File: src/rtl/fwd_bypass_unit_pkg.sv
// -----------------------------------------------------------------------------
// fwd_bypass_unit_pkg
// Shared definitions for the operand forwarding / bypass unit:
//   - fwd_sel encoding constants (0 = register file, 1 = EX, k+1 = retire stage Sk)
//   - the in-flight result tracker entry
//   - a constant clog2 helper for sizing the select field
// The tracker entry is sized for the widest supported datapath; narrower
// instances zero-extend into it. DATA_W must not exceed TRK_DATA_W_MAX and
// REG_AW must not exceed TRK_REG_AW_MAX.
// -----------------------------------------------------------------------------
package fwd_bypass_unit_pkg;

    localparam int TRK_DATA_W_MAX = 32;
    localparam int TRK_REG_AW_MAX = 8;

    localparam int SEL_RF         = 0;
    localparam int SEL_EX         = 1;
    localparam int SEL_STAGE_BASE = 1;   // stage Sk encodes as SEL_STAGE_BASE + k

    typedef struct packed {
        logic                        valid;
        logic [TRK_REG_AW_MAX-1:0]   dest;
        logic [TRK_DATA_W_MAX-1:0]   data;
        logic                        is_load;
    } trk_entry_t;

    function automatic int clog2(input int value);
        int res;
        int v;
        res = 0;
        v   = value - 1;
        while (v > 0) begin
            res = res + 1;
            v   = v >> 1;
        end
        return res;
    endfunction

endpackage

File: src/rtl/fwd_bypass_unit_operand_sel.sv
// -----------------------------------------------------------------------------
// fwd_operand_sel
// Purely combinational priority match for one source operand. Compares the
// operand address against EX and every tracked retire stage and returns the
// youngest matching value.
//   src_addr       in   operand register address
//   rf_data        in   register file read data for this operand
//   ex_wr          in   EX holds a real register write (ex_valid & ex_wen)
//   ex_dest        in   EX destination register
//   ex_result      in   EX ALU result
//   ex_is_load     in   EX is a load (result not yet available)
//   mem_load_data  in   load data for the entry in S1
//   stage          in   tracker entries S1..SDEPTH
//   data           out  resolved operand value
//   sel            out  source of the value (0 RF, 1 EX, k+1 Sk)
//   load_hazard    out  youngest match is a load still in EX
// -----------------------------------------------------------------------------
module fwd_operand_sel
    import fwd_bypass_unit_pkg::*;
#(
    parameter int DATA_W      = 8,
    parameter int REG_AW      = 2,
    parameter int DEPTH       = 2,
    parameter int ZERO_REG_EN = 0,
    parameter int SEL_W       = 2
) (
    input  logic [REG_AW-1:0] src_addr,
    input  logic [DATA_W-1:0] rf_data,
    input  logic              ex_wr,
    input  logic [REG_AW-1:0] ex_dest,
    input  logic [DATA_W-1:0] ex_result,
    input  logic              ex_is_load,
    input  logic [DATA_W-1:0] mem_load_data,
    input  trk_entry_t        stage [1:DEPTH],
    output logic [DATA_W-1:0] data,
    output logic [SEL_W-1:0]  sel,
    output logic              load_hazard
);

    logic [TRK_DATA_W_MAX-1:0] data_full;
    logic [TRK_REG_AW_MAX-1:0] addr_full;
    logic                      unused_data_hi;

    always_comb begin
        data_full                 = '0;
        data_full[DATA_W-1:0]     = rf_data;
        sel                       = SEL_W'(SEL_RF);
        load_hazard               = 1'b0;
        addr_full                 = '0;
        addr_full[REG_AW-1:0]     = src_addr;

        // Walk from the oldest stage to the youngest so the youngest match
        // is the one left standing.
        for (int k = DEPTH; k >= 1; k--) begin
            if (stage[k].valid && (stage[k].dest == addr_full)) begin
                if ((k == 1) && stage[k].is_load) begin
                    // A load's data field still holds the address-phase
                    // ALU result; the real value arrives from memory now.
                    data_full             = '0;
                    data_full[DATA_W-1:0] = mem_load_data;
                end else begin
                    data_full = stage[k].data;
                end
                sel = SEL_W'(SEL_STAGE_BASE + k);
            end
        end

        if (ex_wr && (ex_dest == src_addr)) begin
            data_full             = '0;
            data_full[DATA_W-1:0] = ex_result;
            sel                   = SEL_W'(SEL_EX);
            load_hazard           = ex_is_load;
        end

        if ((ZERO_REG_EN != 0) && (src_addr == '0)) begin
            data_full   = '0;
            sel         = SEL_W'(SEL_RF);
            load_hazard = 1'b0;
        end
    end

    assign data           = data_full[DATA_W-1:0];
    assign unused_data_hi = ^data_full[TRK_DATA_W_MAX-1:DATA_W];

endmodule

File: src/rtl/fwd_bypass_unit.sv
// -----------------------------------------------------------------------------
// fwd_bypass_unit
// Resolves every source operand of the ID instruction against all in-flight
// results (EX plus DEPTH retire stages), stalls on load-use, and registers
// the resolved operands as the operand half of the ID/EX latch.
//   clk, rst_n     clock, asynchronous active-low reset
//   ex_*           instruction currently in EX (valid, write enable, dest,
//                  result, load flag)
//   mem_load_data  load data for the tracker entry in S1
//   id_valid       ID holds a real instruction
//   id_src_addr    packed source addresses, operand 0 in the LSBs
//   id_rf_data     packed register file read data
//   flush          kill the ID instruction
//   op_data        registered resolved operands
//   op_valid       op_data belongs to an issued instruction
//   fwd_sel        registered source per operand (0 RF, 1 EX, k+1 Sk)
//   stall          combinational load-use stall
//   fwd_count      saturating count of forwarded operands
// -----------------------------------------------------------------------------
module fwd_bypass_unit
    import fwd_bypass_unit_pkg::*;
#(
    parameter int DATA_W      = 8,
    parameter int REG_AW      = 2,
    parameter int NUM_SRC     = 2,
    parameter int DEPTH       = 2,
    parameter int ZERO_REG_EN = 0
) (
    input  logic                                  clk,
    input  logic                                  rst_n,
    input  logic                                  ex_valid,
    input  logic                                  ex_wen,
    input  logic [REG_AW-1:0]                     ex_dest,
    input  logic [DATA_W-1:0]                     ex_result,
    input  logic                                  ex_is_load,
    input  logic [DATA_W-1:0]                     mem_load_data,
    input  logic                                  id_valid,
    input  logic [NUM_SRC*REG_AW-1:0]             id_src_addr,
    input  logic [NUM_SRC*DATA_W-1:0]             id_rf_data,
    input  logic                                  flush,
    output logic [NUM_SRC*DATA_W-1:0]             op_data,
    output logic                                  op_valid,
    output logic [NUM_SRC*clog2(DEPTH+2)-1:0]     fwd_sel,
    output logic                                  stall,
    output logic [15:0]                           fwd_count
);

    localparam int SEL_W = clog2(DEPTH + 2);

    trk_entry_t                trk_q [1:DEPTH];
    trk_entry_t                trk_d [1:DEPTH];

    logic [NUM_SRC*DATA_W-1:0] res_data;
    logic [NUM_SRC*SEL_W-1:0]  res_sel;
    logic [NUM_SRC-1:0]        res_hazard;
    logic                      issue;

    logic [NUM_SRC*DATA_W-1:0] op_data_q,   op_data_d;
    logic [NUM_SRC*SEL_W-1:0]  fwd_sel_q,   fwd_sel_d;
    logic                      op_valid_q,  op_valid_d;
    logic [15:0]               fwd_count_q, fwd_count_d;
    logic [16:0]               fwd_inc;
    logic [16:0]               count_sum;

    // Tracker: shifts every cycle, independent of stall. Loads pick up their
    // memory data on the S1 -> S2 move so S2 onward always hold final values.
    always_comb begin
        trk_d[1]                      = '0;
        trk_d[1].valid                = ex_valid & ex_wen;
        trk_d[1].dest[REG_AW-1:0]     = ex_dest;
        trk_d[1].data[DATA_W-1:0]     = ex_result;
        trk_d[1].is_load              = ex_is_load;
        for (int k = 2; k <= DEPTH; k++) begin
            trk_d[k] = trk_q[k-1];
            if ((k == 2) && trk_q[1].is_load) begin
                trk_d[k].data             = '0;
                trk_d[k].data[DATA_W-1:0] = mem_load_data;
            end
            trk_d[k].is_load = 1'b0;
        end
    end

    always_ff @(posedge clk or negedge rst_n) begin
        if (!rst_n) begin
            for (int k = 1; k <= DEPTH; k++) begin
                trk_q[k] <= '0;
            end
        end else begin
            for (int k = 1; k <= DEPTH; k++) begin
                trk_q[k] <= trk_d[k];
            end
        end
    end

    for (genvar g = 0; g < NUM_SRC; g++) begin : g_src
        fwd_operand_sel #(
            .DATA_W      (DATA_W),
            .REG_AW      (REG_AW),
            .DEPTH       (DEPTH),
            .ZERO_REG_EN (ZERO_REG_EN),
            .SEL_W       (SEL_W)
        ) u_operand_sel (
            .src_addr      (id_src_addr[g*REG_AW +: REG_AW]),
            .rf_data       (id_rf_data[g*DATA_W +: DATA_W]),
            .ex_wr         (ex_valid & ex_wen),
            .ex_dest       (ex_dest),
            .ex_result     (ex_result),
            .ex_is_load    (ex_is_load),
            .mem_load_data (mem_load_data),
            .stage         (trk_q),
            .data          (res_data[g*DATA_W +: DATA_W]),
            .sel           (res_sel[g*SEL_W +: SEL_W]),
            .load_hazard   (res_hazard[g])
        );
    end

    // flush wins over stall: a killed instruction never holds the front end.
    assign stall = id_valid & ~flush & (|res_hazard);
    assign issue = id_valid & ~stall & ~flush;

    always_comb begin
        op_data_d   = op_data_q;
        fwd_sel_d   = fwd_sel_q;
        op_valid_d  = 1'b0;
        fwd_count_d = fwd_count_q;
        fwd_inc     = '0;
        count_sum   = '0;
        for (int g = 0; g < NUM_SRC; g++) begin
            if (res_sel[g*SEL_W +: SEL_W] != '0) begin
                fwd_inc = fwd_inc + 17'd1;
            end
        end
        if (issue) begin
            op_data_d   = res_data;
            fwd_sel_d   = res_sel;
            op_valid_d  = 1'b1;
            count_sum   = {1'b0, fwd_count_q} + fwd_inc;
            fwd_count_d = count_sum[16] ? 16'hFFFF : count_sum[15:0];
        end
    end

    always_ff @(posedge clk or negedge rst_n) begin
        if (!rst_n) begin
            op_data_q   <= '0;
            fwd_sel_q   <= '0;
            op_valid_q  <= 1'b0;
            fwd_count_q <= '0;
        end else begin
            op_data_q   <= op_data_d;
            fwd_sel_q   <= fwd_sel_d;
            op_valid_q  <= op_valid_d;
            fwd_count_q <= fwd_count_d;
        end
    end

    assign op_data   = op_data_q;
    assign fwd_sel   = fwd_sel_q;
    assign op_valid  = op_valid_q;
    assign fwd_count = fwd_count_q;

endmodule

File: config.mk
export PLATFORM = sky130hd
export DESIGN_NAME = fwd_bypass_unit
export DESIGN_NICKNAME = d
export VERILOG_FILES = /design/src/rtl/fwd_bypass_unit_pkg.sv /design/src/rtl/fwd_bypass_unit_operand_sel.sv /design/src/rtl/fwd_bypass_unit.sv
export SDC_FILE = /design/constraint.sdc
export NUM_CORES = 1
export LEC_CHECK = 0
export ABC_AREA = 1
export CAP_MARGIN = 10
export CORE_MARGIN = 2
export CORE_UTILIZATION = 40
export DETAILED_ROUTE_END_ITERATION = 8
export PLACE_DENSITY = 0.65
export SYNTH_ARGS = -nofsm -noshare
export SYNTH_HDL_FRONTEND = slang
export SYNTH_HIERARCHICAL = 1
export SYNTH_SLANG_ARGS = --single-unit
File: constraint.sdc
create_clock -name clk -period 3.5 [get_ports clk]
set_input_delay 1.05 -clock clk [delete_from_list [all_inputs] [get_ports clk]]
set_output_delay 1.05 -clock clk [all_outputs]
set_load 0.005 [all_outputs]
### Word level (Yosys, flattened, before mapping)

Index checks and enable logic that the tools add are counted.

| cells by class | value |
|---|---|
| $add $sub $neg | 2 |
| eq/ne operators | 6 |
| muxes and demuxes | 19 |
| bitwise gates (word level) | 7 |
| reduce and logical (&&, ||, !) cells | 9 |

Operators by type and width:

| operator | count |
|---|---|
| 8-bit 2-to-1 mux | 7 |
| 16-bit by 17-bit adder with 17-bit output | 1 |
| 16-bit 2-to-1 mux | 1 |
| 2-bit 2-to-1 mux | 7 |
| 2-bit == test | 6 |
| 1-bit logical AND | 6 |
| 1-bit bitwise AND | 5 |
| 1-bit 2-to-1 mux | 4 |
| 2-bit nonzero test | 2 |
| 1-bit by 1-bit adder with 2-bit output (second input constant) | 1 |
| 1-bit NOT | 2 |
| 2-bit OR reduction | 1 |

| storage, ports and cells | value |
|---|---|
| flip-flop bits (word level) | 60 |
| input port bits | 45 |
| logic and storage cells | 54 |

### Depth between registers and ports, before layout

| depth | value |
|---|---|
| depth after elaboration | 11 |
| depth in mapped cells | 21 |
| mapped depth without buffers | 21 |

### Cells and area by module

The synthesis kept the hierarchy.

By module, submodules not included:

| module | instances | cells each | area an instance (um2) | sequential area each (um2) |
|---|---|---|---|---|
| fwd_bypass_unit | 1 | 270 | 2538.7 | 1501.4 |
| fwd_operand_sel | 2 | 157 | 718.2 | 0.0 |

### Worst setup path before layout

OpenSTA, ideal clock, no wires.

| timing | value |
|---|---|
| path kind | input to register |
| start | input id_src_addr[2] |
| end | register fwd_count_q[11] (netlist: fwd_count[11]) |
| library setup time | 69 ps |
| arrival | 3286 ps |
| setup slack | 145 ps |
| stages | 17 |
| path buffers | 2 |
| path through | inv_2 or2_0 nand4_2 buf_6 nand2_1 inv_1 nand2_1 ha_1 ha_1 inv_1 fa_1 nor2_4 nand2_2 nor2_4 nand4_4 buf_6 nand3_1 |

| on the way | value |
|---|---|
| word-level cells in the longest chain between the ends | 9 |
| elaborated cells on any way between the ends | 19 |
| those cells by class | add/sub (1); eq/ne (3); mux (6); bitwise (4); reduce/logical (5) |

RTL lines:

| what | line | RTL |
|---|---|---|
| start: declaration | fwd_bypass_unit.sv:38 | `input logic [NUM_SRC*REG_AW-1:0] id_src_addr,` |
| 2-bit == test | fwd_bypass_unit_operand_sel.sv:55 | `if (stage[k].valid && (stage[k].dest == addr_full)) begin` |
| 1-bit logical AND | fwd_bypass_unit_operand_sel.sv:55 |  |
| 2-bit 2-to-1 mux (2 in series) | fwd_bypass_unit_operand_sel.sv:55 |  |
| 2-bit 2-to-1 mux (*) | fwd_bypass_unit_operand_sel.sv:68 | `if (ex_wr && (ex_dest == src_addr)) begin` |
| named net res_sel[2] | fwd_bypass_unit.sv:54 | `logic [NUM_SRC*SEL_W-1:0] res_sel;` |
| 2-bit nonzero test (*) | fwd_bypass_unit.sv:129 | `if (res_sel[g*SEL_W +: SEL_W] != '0) begin` |
| 2-bit 2-to-1 mux (*) | fwd_bypass_unit.sv:129 |  |
| 16-bit by 17-bit adder with 17-bit output (*) | fwd_bypass_unit.sv:137 | `count_sum = {1'b0, fwd_count_q} + fwd_inc;` |
| 16-bit 2-to-1 mux (*) | fwd_bypass_unit.sv:138 | `fwd_count_d = count_sum[16] ? 16'hFFFF : count_sum[15:0];` |
| end signal: assignment | fwd_bypass_unit.sv:152 | `fwd_count_q <= fwd_count_d;` |
| end: declaration | fwd_bypass_unit.sv:61 | `logic [15:0] fwd_count_q, fwd_count_d;` |

Mark *: on every way through the listed nets, which the timed path passes. The rest lies on a longest branch.
A chain may end at the register's enable or synchronous reset.

### Final worst setup path

| timing | value |
|---|---|
| start | input id_src_addr[0] |
| end | register fwd_count_q[12] (netlist: fwd_count[12]) |

| on the way | value |
|---|---|
| word-level cells in the longest chain between the ends | 11 |
| elaborated cells on any way between the ends | 21 |
| those cells by class | add/sub (2); eq/ne (3); mux (7); bitwise (4); reduce/logical (5) |

RTL lines:

| what | line | RTL |
|---|---|---|
| 2-bit == test | fwd_bypass_unit_operand_sel.sv:55 |  |
| 1-bit logical AND | fwd_bypass_unit_operand_sel.sv:55 |  |
| 2-bit 2-to-1 mux (2 in series) | fwd_bypass_unit_operand_sel.sv:55 |  |
| 2-bit 2-to-1 mux (*) | fwd_bypass_unit_operand_sel.sv:68 |  |
| named net res_sel[0] | fwd_bypass_unit.sv:54 |  |
| 2-bit nonzero test (*) | fwd_bypass_unit.sv:129 |  |
| 1-bit 2-to-1 mux (*) | fwd_bypass_unit.sv:129 |  |
| 1-bit by 1-bit adder with 2-bit output | fwd_bypass_unit.sv:130 | `fwd_inc = fwd_inc + 17'd1;` |
| 2-bit 2-to-1 mux (*) | fwd_bypass_unit.sv:129 |  |
| 16-bit by 17-bit adder with 17-bit output (*) | fwd_bypass_unit.sv:137 |  |
| 16-bit 2-to-1 mux (*) | fwd_bypass_unit.sv:138 |  |

Marked as above.

==> summary.md <==
| Metric | Value |
|---|---|
| Status | `finished clean` |
| Syn Std Cell Area | `3980 sq um` |
| Core footprint | `9730 sq um` |
| Initial Util | `0.409` |
| Comb pwr share | `0.206` |
| Vias/cell | `4.69` |
| Mapped Avg Cell Area | `6.81 sq um` |
| Yosys top cell by area | `dfrtp_1` |
| First-pass DRT Iterations | `5` |
| Max-Cap Viols | `0` |
| Crit share post-route | `0.949` |
| Sequential share of the synthesized area | `0.378` |
| CP Cell Sequence | `dlygate4sd2_1 > inv_2 > nand2_1 > nand2_2 > nor2_4 > nand2_4 > nand2_1 > nand2_1 > inv_1 > nand2_1 > ha_1 > ha_2 > inv_2 > fa_2 > nor2_4 > nand2_2 > nor2_4 > buf_6 > nand4_1 > nand2_1 > inv_1` |
| Post-synth top area share | `0.378` |
| Largest net degree at the start of global routing | `approximately 60` |
| Number of synthesized flops with an enable pin | `0` |
| Power per cell area | `338 nW/um^2` |
| Final WL | `11400 um` |
| Min Clock Period, post-route | `3320 ps` |
| Initial antenna violation count | `0` |
| Share of layout cells above drive strength 1 | `0.156` |
| Slew Viols, Final | `0` |
| Die Wd | `104 um` |
| Nets | `799` |
| CP Buf/Inv Count | `6` |
| Yosys warns | `6` |
| Worst slew margin | `0.226` |
| Total gr overflow | `0` |
| Clock root cell | `clkbuf_8` |
| Crit-path max FO | `4` |
| Design Area, Final | `5610 sq um` |
| First-pass GRT wire length | `approximately 20000 um` |
| Synth Instances | `~580` |
| Leakage | `2.94 nW` |
| Die boundary height | `104 um` |
| Main synth FF type | `dfrtp_1` |
| Reg power frac | `0.428` |
| IO buf count | `82` |
| Starting DRC count in detailed routing | `~250` |
| # diodes | `0` |
| Number of global-route vias before repair | `slightly above 4000` |
| Most frequent cell after synthesis | `nand2_1` |
| Synth cell count leaders | `nand2_1, nor2_1, inv_1, nand3_1, dfrtp_1` |
| Cell mode on critical path | `nand2_1` |
| Number of buffers created by CTS | `9` |
| Final Hold Viols | `0` |
| Placed cell areas | `about 5300 sq um` |
| Row count | `36` |
| Final Setup Violations | `0` |
| Critical Path Max Stage Delay | `370 ps` |
| WL/cell | `around 13 um` |
| TNS Setup | `0 ps` |
| Sw Ratio | `0.283` |
| Internal power | `0.00136 W` |
| Peak supply drop | `between 200 and 250 uV` |
| IO Pins | `83` |
| Critical setup path kind | `input pin to register` |
| Crit end category | `register` |
| Synth unique cells | `31` |
| Synth Register Bits | `60` |
| Post-route DRC | `0` |
| CP delay by family, top | `simple AND/OR/NAND/NOR gates` |
| Total global-route track usage | `0.226` |
| H-tree levels | `3` |
| Worst path slowest cell | `fa_2` |
| Post-route ant nets | `0` |
| Psw | `roughly 0.00054 W` |
| Startpoint types | `input pin` |
| Hold Worst Slack | `between 400 and 500 ps` |
| Clock power frac | `0.366` |
| Clock Latency Late Sink | `~340 ps` |
| CTS sink count | `60` |
| TritonCTS clock tree | `yes` |
| Fmax | `0.301 GHz` |
| Non-filler cells, final | `888` |
| Die area | `about 11000 sq um` |
| Layout area overhead | `41.2%` |
| Required time worst endpoint | `3750 ps` |
| Hold Path Class | `register to register` |
| Placed Instances | `863` |
| Longest Clk Path Bufs | `2` |
| Via Count | `4164` |
| Slew @ Worst Pin | `1160 ps` |
| Clock Skews | `5.53 ps` |
| Clock-pin slew on the worst setup and hold paths | `70 ps` |
| CP arrival | `3570 ps` |
| Async SR Flop Fraction | `1.00` |
| Placer Congestion | `0.851` |
| DP Wirelength | `8300 um` |
| Cells taking the most area after synthesis | `dfrtp_1, nand2_1, nor2_1, nand3_1, inv_1` |
[placed cells by master, fill, tap and decap left out, drive strengths merged]
cell type      instances
clkbuf                14
nand3b                 5
nand2                215
nor3                   2
dfrtp                 60
ha                     3
a21boi                 2
clkinv                 4
xnor2                  2
bufinv                 2
nor2                 104
o21ai                 27
fa                     1
clkinvlp               1
a21oi                  1
mux2                   8
nand4                  8
xor2                   3
dlygate4sd2            4
buf                   37
inv                   67
nand3                 63
conb                  48
clkdlybuf4s50         72
or2                    2
[final cells by class]
type                    instances  area [sq um]
clock buffers                   9           124
clock inverters                 7          91.3
fillers                       952          4120
inverters                      67           251
multi-input cells             494          2410
flip-flops and latches         60          1500
well taps                     133           166
repair buffers                118          1060
[sequential cells by signal (all words and copies together) (netlist names)]
register and flops:
fwd_count 16, fwd_sel 4, op_data 16, op_valid 1, trk_d 3, trk_q 20
[per-layer routing]
layer / up-vias / routed length [um] / track usage
met3: 15 / 678 / 0.0390
li1: 2104 / - / -
met4: 0 / 176 / 0.0647
met5: - / 0 / 0
met1: 1912 / 5040 / 0.300
met2: 133 / 5550 / 0.379
[worst reg2reg max path: stages, from the launching register on]
cell	delay, ps
dfrtp_1	480
inv_1	70
nor2_1	90
nand2_1	100
nor2_4	130
nand2_4	50
nand2_1	60
nand2_1	50
inv_1	60
nand2_1	60
ha_1	280
ha_2	180
inv_2	40
fa_2	370
nor2_4	140
nand2_2	80
nor2_4	180
buf_6	130
nand4_1	70
nand2_1	110
inv_1	40
[per-stage QoR]
step | worst slack (ps) | power [W] | util
after floorplan | 145 | 0.000981 | -
after global placement | -475 | 0.00119 | 0.542
after detailed placement | -562 | 0.00120 | 0.542
after CTS | 5.91 | 0.00191 | 0.577
after global routing | -0.794 | 0.00200 | 0.577
final | 177 | 0.00189 | 0.577
[power by group through the flow]
stage | registers (W) | clock network [W] | logic (W)
CTS | 0.000811 | 0.000707 | 0.000390
global placement | 0.000822 | 0 | 0.000373
finish | 0.000811 | 0.000693 | 0.000390
global route | 0.000819 | 0.000742 | 0.000436
floorplan | 0.000811 | 0 | 0.000170
detailed placement | 0.000823 | 0 | 0.000379
[logic make-up (layout without fill, tap and decap cells)]
| family | count (synthesis) | after routing | synth area share |
|---|---|---|---|
| and+or+nand+nor | 398 | 399 | 0.453 |
| buffers and inverters | 78 | 201 | 0.0815 |
| DFF | 60 | 60 | 0.378 |
| AOI/OAI and AO/OA | 30 | 30 | 0.0390 |
| muxes | 8 | 8 | 0.0227 |
| xor gates and xnor gates | 5 | 5 | 0.0110 |
| adders and majority gates | 4 | 4 | 0.0145 |
| other | 1 | 48 | 0.000943 |
[final timing paths]
kind / endpoint / slack (ps) / depth (start not counted) / startpoint
worst min-delay path: trk_q[33] / 470 / 0 / trk_d[33]
min in group asynchronous: fwd_count[5] / 860 / 2 / rst_n
max in group asynchronous: trk_q[34] / 2110 / 2 / rst_n
worst max register to register: fwd_count[12] / 660 / 20 / trk_d[41]
worst max-delay path: fwd_count[12] / 180 / 21 / id_src_addr[0]
worst min register to register: trk_q[33] / 470 / 0 / trk_d[33]
[timing repair]
action                                  in CTS  in global routing
endpoints found under the setup margin      17                 17
gates resized for setup                     27                 16
hold buffers                                 0                  0
pin swaps                                   12                  5
buffers inserted                             9                  0
gates cloned                                 1                  0
Note: power is estimated with default switching activity, not from simulation.
